<file path="config.mk">
export PLATFORM = sky130hd
export DESIGN_NAME = base_emux_pipe_vr
export DESIGN_NICKNAME = d
export VERILOG_FILES = /design/src/rtl/base_emux_pkg.sv /design/src/rtl/base_emux_pipe_stage.sv /design/src/rtl/base_emux_pipe_vr.sv
export SDC_FILE = /design/constraint.sdc
export NUM_CORES = 1
export LEC_CHECK = 0
export ABC_AREA = 1
export CAP_MARGIN = 20
export CORE_UTILIZATION = 25
export CTS_CLUSTER_DIAMETER = 80
export DETAILED_ROUTE_END_ITERATION = 7
export GPL_ROUTABILITY_DRIVEN = 0
export SLEW_MARGIN = 20
export SYNTH_ARGS = -nofsm -noshare
export SYNTH_HDL_FRONTEND = slang
export SYNTH_SLANG_ARGS = --single-unit
</file>
<file path="constraint.sdc">
create_clock -name clk -period 2.86 [get_ports clk]
set_input_delay 0.286 -clock clk [delete_from_list [all_inputs] [get_ports clk]]
set_output_delay 0.286 -clock clk [all_outputs]
set_load 0.02 [all_outputs]
</file>
<file path="src/rtl/base_emux_pkg.sv">
// Shared definitions for the pipelined wide mux: padded select sizing and the
// per-stage control bundle that travels alongside the candidate words.
package base_emux_pkg;

   localparam int CTL_SEL_W = 32;
   localparam int CTL_AUX_W = 32;

   typedef struct packed {
      logic                 v;
      logic [CTL_SEL_W-1:0] sel;
      logic [CTL_AUX_W-1:0] aux;
   } ctl_t;

   function automatic int esel_width_f(input int sel_w, input int lsel_w);
      return ((sel_w + lsel_w - 1) / lsel_w) * lsel_w;
   endfunction

   function automatic int stages_f(input int sel_w, input int lsel_w);
      return esel_width_f(sel_w, lsel_w) / lsel_w;
   endfunction

endpackage

</file>
<file path="src/rtl/base_emux_pipe_stage.sv">
// One handshaked mux stage: reduces n_in candidates by 2^lsel_width using the
// lowest remaining select field, then registers survivors and control.
module base_emux_pipe_stage
   import base_emux_pkg::*;
#(
   parameter int width      = 8,
   parameter int lsel_width = 1,
   parameter int n_in       = 2
) (
   input  logic                                    clk_i,
   input  logic                                    reset_i,
   input  logic                                    ld_i,
   input  ctl_t                                    ctl_i,
   input  logic [n_in*width-1:0]                   cand_i,
   output ctl_t                                    ctl_o,
   output logic [(n_in >> lsel_width)*width-1:0]   cand_o
);

   localparam int GRP   = 1 << lsel_width;
   localparam int N_OUT = n_in / GRP;

   logic [lsel_width-1:0]  fld;
   ctl_t                   ctl_d, ctl_q;
   logic [N_OUT*width-1:0] cand_d, cand_q;

   always_comb begin
      fld       = ctl_i.sel[lsel_width-1:0];
      ctl_d     = ctl_i;
      ctl_d.sel = ctl_i.sel >> lsel_width;
      cand_d    = '0;
      for (int g = 0; g < N_OUT; g++)
         cand_d[g*width +: width] = cand_i[(g*GRP + int'(fld))*width +: width];
   end

   always_ff @(posedge clk_i) begin
      if (reset_i) begin
         ctl_q  <= '0;
         cand_q <= '0;
      end else if (ld_i) begin
         ctl_q  <= ctl_d;
         cand_q <= cand_d;
      end
   end

   assign ctl_o  = ctl_q;
   assign cand_o = cand_q;

endmodule

</file>
<file path="src/rtl/base_emux_pipe_vr.sv">
// Pipelined wide mux with valid/ready flow control and aux sideband.
// Optional macro BASE_EMUX_SEL_CHECK_EN builds the sticky out-of-range flag o_err.
module base_emux_pipe_vr
   import base_emux_pkg::*;
#(
   parameter int width      = 8,
   parameter int ways       = 5,
   parameter int sel_width  = $clog2(ways),
   parameter int lsel_width = 1,
   parameter int aux_width  = 4
) (
   input  logic                   clk,
   input  logic                   reset,
   input  logic                   i_v,
   output logic                   i_r,
   input  logic [0:sel_width-1]   i_sel,
   input  logic [0:width*ways-1]  i_d,
   input  logic [aux_width-1:0]   i_a,
   output logic                   o_v,
   input  logic                   o_r,
   output logic [0:width-1]       o_d,
   output logic [aux_width-1:0]   o_a,
   output logic                   o_err
);

   localparam int ESEL_W = esel_width_f(sel_width, lsel_width);
   localparam int S      = stages_f(sel_width, lsel_width);
   localparam int NPAD   = 1 << ESEL_W;

   logic [NPAD*width-1:0] data_pad;
   ctl_t                  ctl_in;
   logic [S:0]            stg_adv;
   logic [S-1:0]          stg_v;
   logic                  unused_ctl;

   // Unused select codes map onto zero words, so out-of-range selects yield 0.
   always_comb begin
      data_pad = '0;
      for (int k = 0; k < ways; k++)
         data_pad[k*width +: width] = i_d[k*width +: width];
   end

   always_comb begin
      ctl_in     = '0;
      ctl_in.v   = i_v;
      ctl_in.sel = CTL_SEL_W'(i_sel);
      ctl_in.aux = CTL_AUX_W'(i_a);
   end

   always_comb begin
      stg_adv    = '0;
      stg_adv[S] = o_r;
      for (int s = S - 1; s >= 0; s--)
         stg_adv[s] = !stg_v[s] || stg_adv[s+1];
   end

   assign i_r = stg_adv[0] && !reset;

   for (genvar s = 0; s < S; s++) begin : g_stg
      localparam int NIN = NPAD >> (s * lsel_width);
      logic [NIN*width-1:0]                  cand_in;
      logic [(NIN >> lsel_width)*width-1:0]  cand_out;
      ctl_t                                  ctl_si, ctl_so;

      if (s == 0) begin : g_head
         assign cand_in = data_pad;
         assign ctl_si  = ctl_in;
      end else begin : g_chain
         assign cand_in = g_stg[s-1].cand_out;
         assign ctl_si  = g_stg[s-1].ctl_so;
      end

      base_emux_pipe_stage #(
         .width      (width),
         .lsel_width (lsel_width),
         .n_in       (NIN)
      ) u_stage (
         .clk_i   (clk),
         .reset_i (reset),
         .ld_i    (stg_adv[s]),
         .ctl_i   (ctl_si),
         .cand_i  (cand_in),
         .ctl_o   (ctl_so),
         .cand_o  (cand_out)
      );

      assign stg_v[s] = ctl_so.v;
   end

   assign o_v        = g_stg[S-1].ctl_so.v;
   assign o_d        = g_stg[S-1].cand_out;
   assign o_a        = g_stg[S-1].ctl_so.aux[aux_width-1:0];
   assign unused_ctl = ^g_stg[S-1].ctl_so;

`ifdef BASE_EMUX_SEL_CHECK_EN
   logic err_d, err_q;

   always_comb begin
      err_d = err_q;
      if (i_v && i_r && (32'(i_sel) >= 32'(ways)))
         err_d = 1'b1;
   end

   always_ff @(posedge clk) begin
      if (reset) err_q <= 1'b0;
      else       err_q <= err_d;
   end

   assign o_err = err_q;
`else
   assign o_err = 1'b0;
`endif

endmodule

</file>
==> run summary <==
# hold bufs at CTS: 0
Critical path buffers and inverters: 4
CTS Buf Count: 9
CTS tree: done
Max Fclk: 0.4778 GHz
Final Cycle Share: 73.17%
CP Class: input port to output pin
Final Skew: 6.283 ps
initial antenna violation count: 0
P_leak: 2.035 nW
number of global-route vias before repair: 2481
worst path required time: 2570 ps
worst rel slew slack: 51.01%
remaining routing DRC violations: 0
post-synthesis adder-cell area fraction: 0%
Setup-failing EPs final: 0
Critical Path Source Type: input port
total gr overflow: 0
drt pass-1 iters: 4
Fillers: 1282
dpl cells: 660
area post-placement: 3746 um2
routed length per instance: 9.528 um
H-tree Lvls: 3
chip width: 112.9 um
max_cap viols: 0
Finished Layout Cells: 676
CTS max path bufs: 2
final hold slack: 459.2 ps
final WL: 6.441 mm
min-delay worst type: flip-flop to flip-flop
Pwr per Cell Area: 577.7 nW/um2
RSZ-0062 raised after global routing: no
minimum clock period: 2093 ps
Yosys cell types: 20
Mapped Cells: 473
Design Area, Final: 4051 um2
proportion of synthesized area in mux cells: 0%
DR iter-0 viols: 84
Synth Area in Compound Gates: 9.976%
num rows: 40
first-pass GRT wire length: 11.20 mm
nets@finish: 575
Worst EP arrival: 1810 ps
Worst-Margin Slew: 733.9 ps
Mapped Nets: 524
Skew-Pair Late Insertion Delay: 330 ps
antenna cell count: 0
Avg Synthesized Cell Area: 6.497 um2
Floorplan Core Area: 12010 um2
share of cells above drive strength 1: 6.805%
DIE AREA: 12740 um2
XOR/XNOR share of the synthesized area: 0%
worst vdd ir: 261.2 uV
Synth-to-Final Area Change: 31.84%
largest family of logic cells by synthesized area: simple AND/OR/NAND/NOR gates
Synth Register Bits: 66
Synth Area in Simple Gates: 33.55%
DR vias: 2731
family with the most delay on the worst path: buffers and inverters
Resized Gates After CTS: 0
clk root buf: clkbuf_16
clock transition at the registers of the reported paths: 50 ps
I/O Pins: 66
Post-CTS Repair Setup Buffers: 0
largest net degree at the start of global routing: 61
Die H: 112.9 um
outcome: complete, no violations
dpl ws: 755.3 ps
gr usage total: 10.99%
register area share after synthesis: 43.00%
Yosys Warn Count: 0
Fin. Hold Viols: 0
DRT antenna net count: 0
quantity of I/O buffers inserted on ports: 64
Fin Setup TNS: 0 ps
routed vias/inst: 4.040
cells along the critical path: clkdlybuf4s50_1, inv_1, nand2_1, inv_1, clkdlybuf4s50_1
HPWL Detailed: 4.669 mm
crit path max-delay cell type: clkdlybuf4s50_1
CTS Sinks: 66
post-synthesis instance area: 3073 um2
pins over their slew limit: 0
Initial Utilization: 25.58%
CP endpoint kind: output pin
final worst slack: 767.2 ps
Critical Path Fanout Max: 11
Crit path largest cell delay: 710 ps
==> stage by stage <==
step	power, mW	util (%)
after floorplan	1.152	-
after global placement	1.267	31.19
after detailed placement	1.272	31.19
after CTS	2.369	33.73
after global routing	2.452	33.73
final	2.341	33.73
==> cells in the mapped netlist <==
master	count	area, um2
a21oi_1	18	90.09
buf_2	13	65.06
buf_4	1	7.510
buf_6	7	78.83
clkbuf_1	6	22.52
conb_1	1	3.750
dfxtp_1	66	1321
inv_1	60	225.2
inv_2	3	11.26
nand2_1	109	409.1
nand2_4	2	22.52
nand4_1	1	6.260
nand4_4	1	21.27
nor2_1	133	499.2
nor2_4	2	22.52
o21a_1	1	7.510
o21ai_0	33	165.2
o21ai_1	7	35.03
o21ai_2	1	8.760
or2_2	8	50.05
==> kinds of logic (layout without fill, tap and decap cells) <==
kind of cell / after synthesis / in the layout
AOI/OAI and AO/OA: 60 / 60
DFF: 66 / 66
other: 1 / 1
buffers and inverters: 90 / 146
and+or+nand+nor: 256 / 256
==> final timing paths <==
kind	start	end	slack [ps]	cells after the start
worst min register to register	g_stg[1].u_stage.cand_o[13]$_SDFFE_PP0P_	g_stg[1].u_stage.cand_o[13]$_SDFFE_PP0P_	460	2
worst max register to register	g_stg[2].u_stage.ctl_o[64]$_SDFFE_PP0P_	g_stg[1].u_stage.ctl_o[3]$_SDFFE_PP0P_	1440	4
worst min-delay path	g_stg[1].u_stage.cand_o[13]$_SDFFE_PP0P_	g_stg[1].u_stage.cand_o[13]$_SDFFE_PP0P_	460	2
worst max-delay path	reset	i_r	770	5
==> flip-flops by register name, indices dropped and copies added, names as in the netlist <==
name and cells:
g_stg.u_stage.cand_o 48, g_stg.u_stage.ctl_o 18
==> final cells by class <==
| type | instances | area [um2] | area share [%] |
|---|---|---|---|
| Tap cell | 147 | 183.9 | 4.540 |
| Clock buffer | 10 | 239.0 | 5.899 |
| Inverter | 63 | 236.5 | 5.837 |
| Clock inverter | 6 | 66.31 | 1.637 |
| Multi-Input combinational cell | 317 | 1341 | 33.11 |
| Timing Repair Buffer | 67 | 663.1 | 16.37 |
| Sequential cell | 66 | 1321 | 32.61 |
==> tightest hold or removal path, cell delays in order (launching register included) <==
cell and delay, ps:
dfxtp_1 300, nand2_1 60, a21oi_1 50
==> per-layer routing <==
| metal | vias to the layer above | global-route usage (%) | wire (um) |
|---|---|---|---|
| li1 | 1502 | - | - |
| met1 | 1166 | 14.13 | 3334 |
| met2 | 55 | 17.33 | 2796 |
| met3 | 8 | 2.517 | 199 |
| met4 | 0 | 5.526 | 110 |
| met5 | - | 0 | 0 |
==> power by group <==
part / switching, mW / internal (mW) / leakage (nW)
Sequential: 0.0297 / 0.967 / 0.543
Combinational: 0.121 / 0.132 / 1.35
Clock: 0.394 / 0.697 / 0.141
==> cell usage in the layout (no fill, tap or decap), drive strengths merged <==
cell type / n
buf: 3
inv: 63
a21oi: 18
clkinvlp: 3
o21a: 1
nor2: 135
dfxtp: 66
bufinv: 1
conb: 1
or2: 8
nand4: 2
o21ai: 41
clkbuf: 10
clkinv: 2
clkdlybuf4s50: 64
nand2: 111
(Power assumes the default switching activity.)
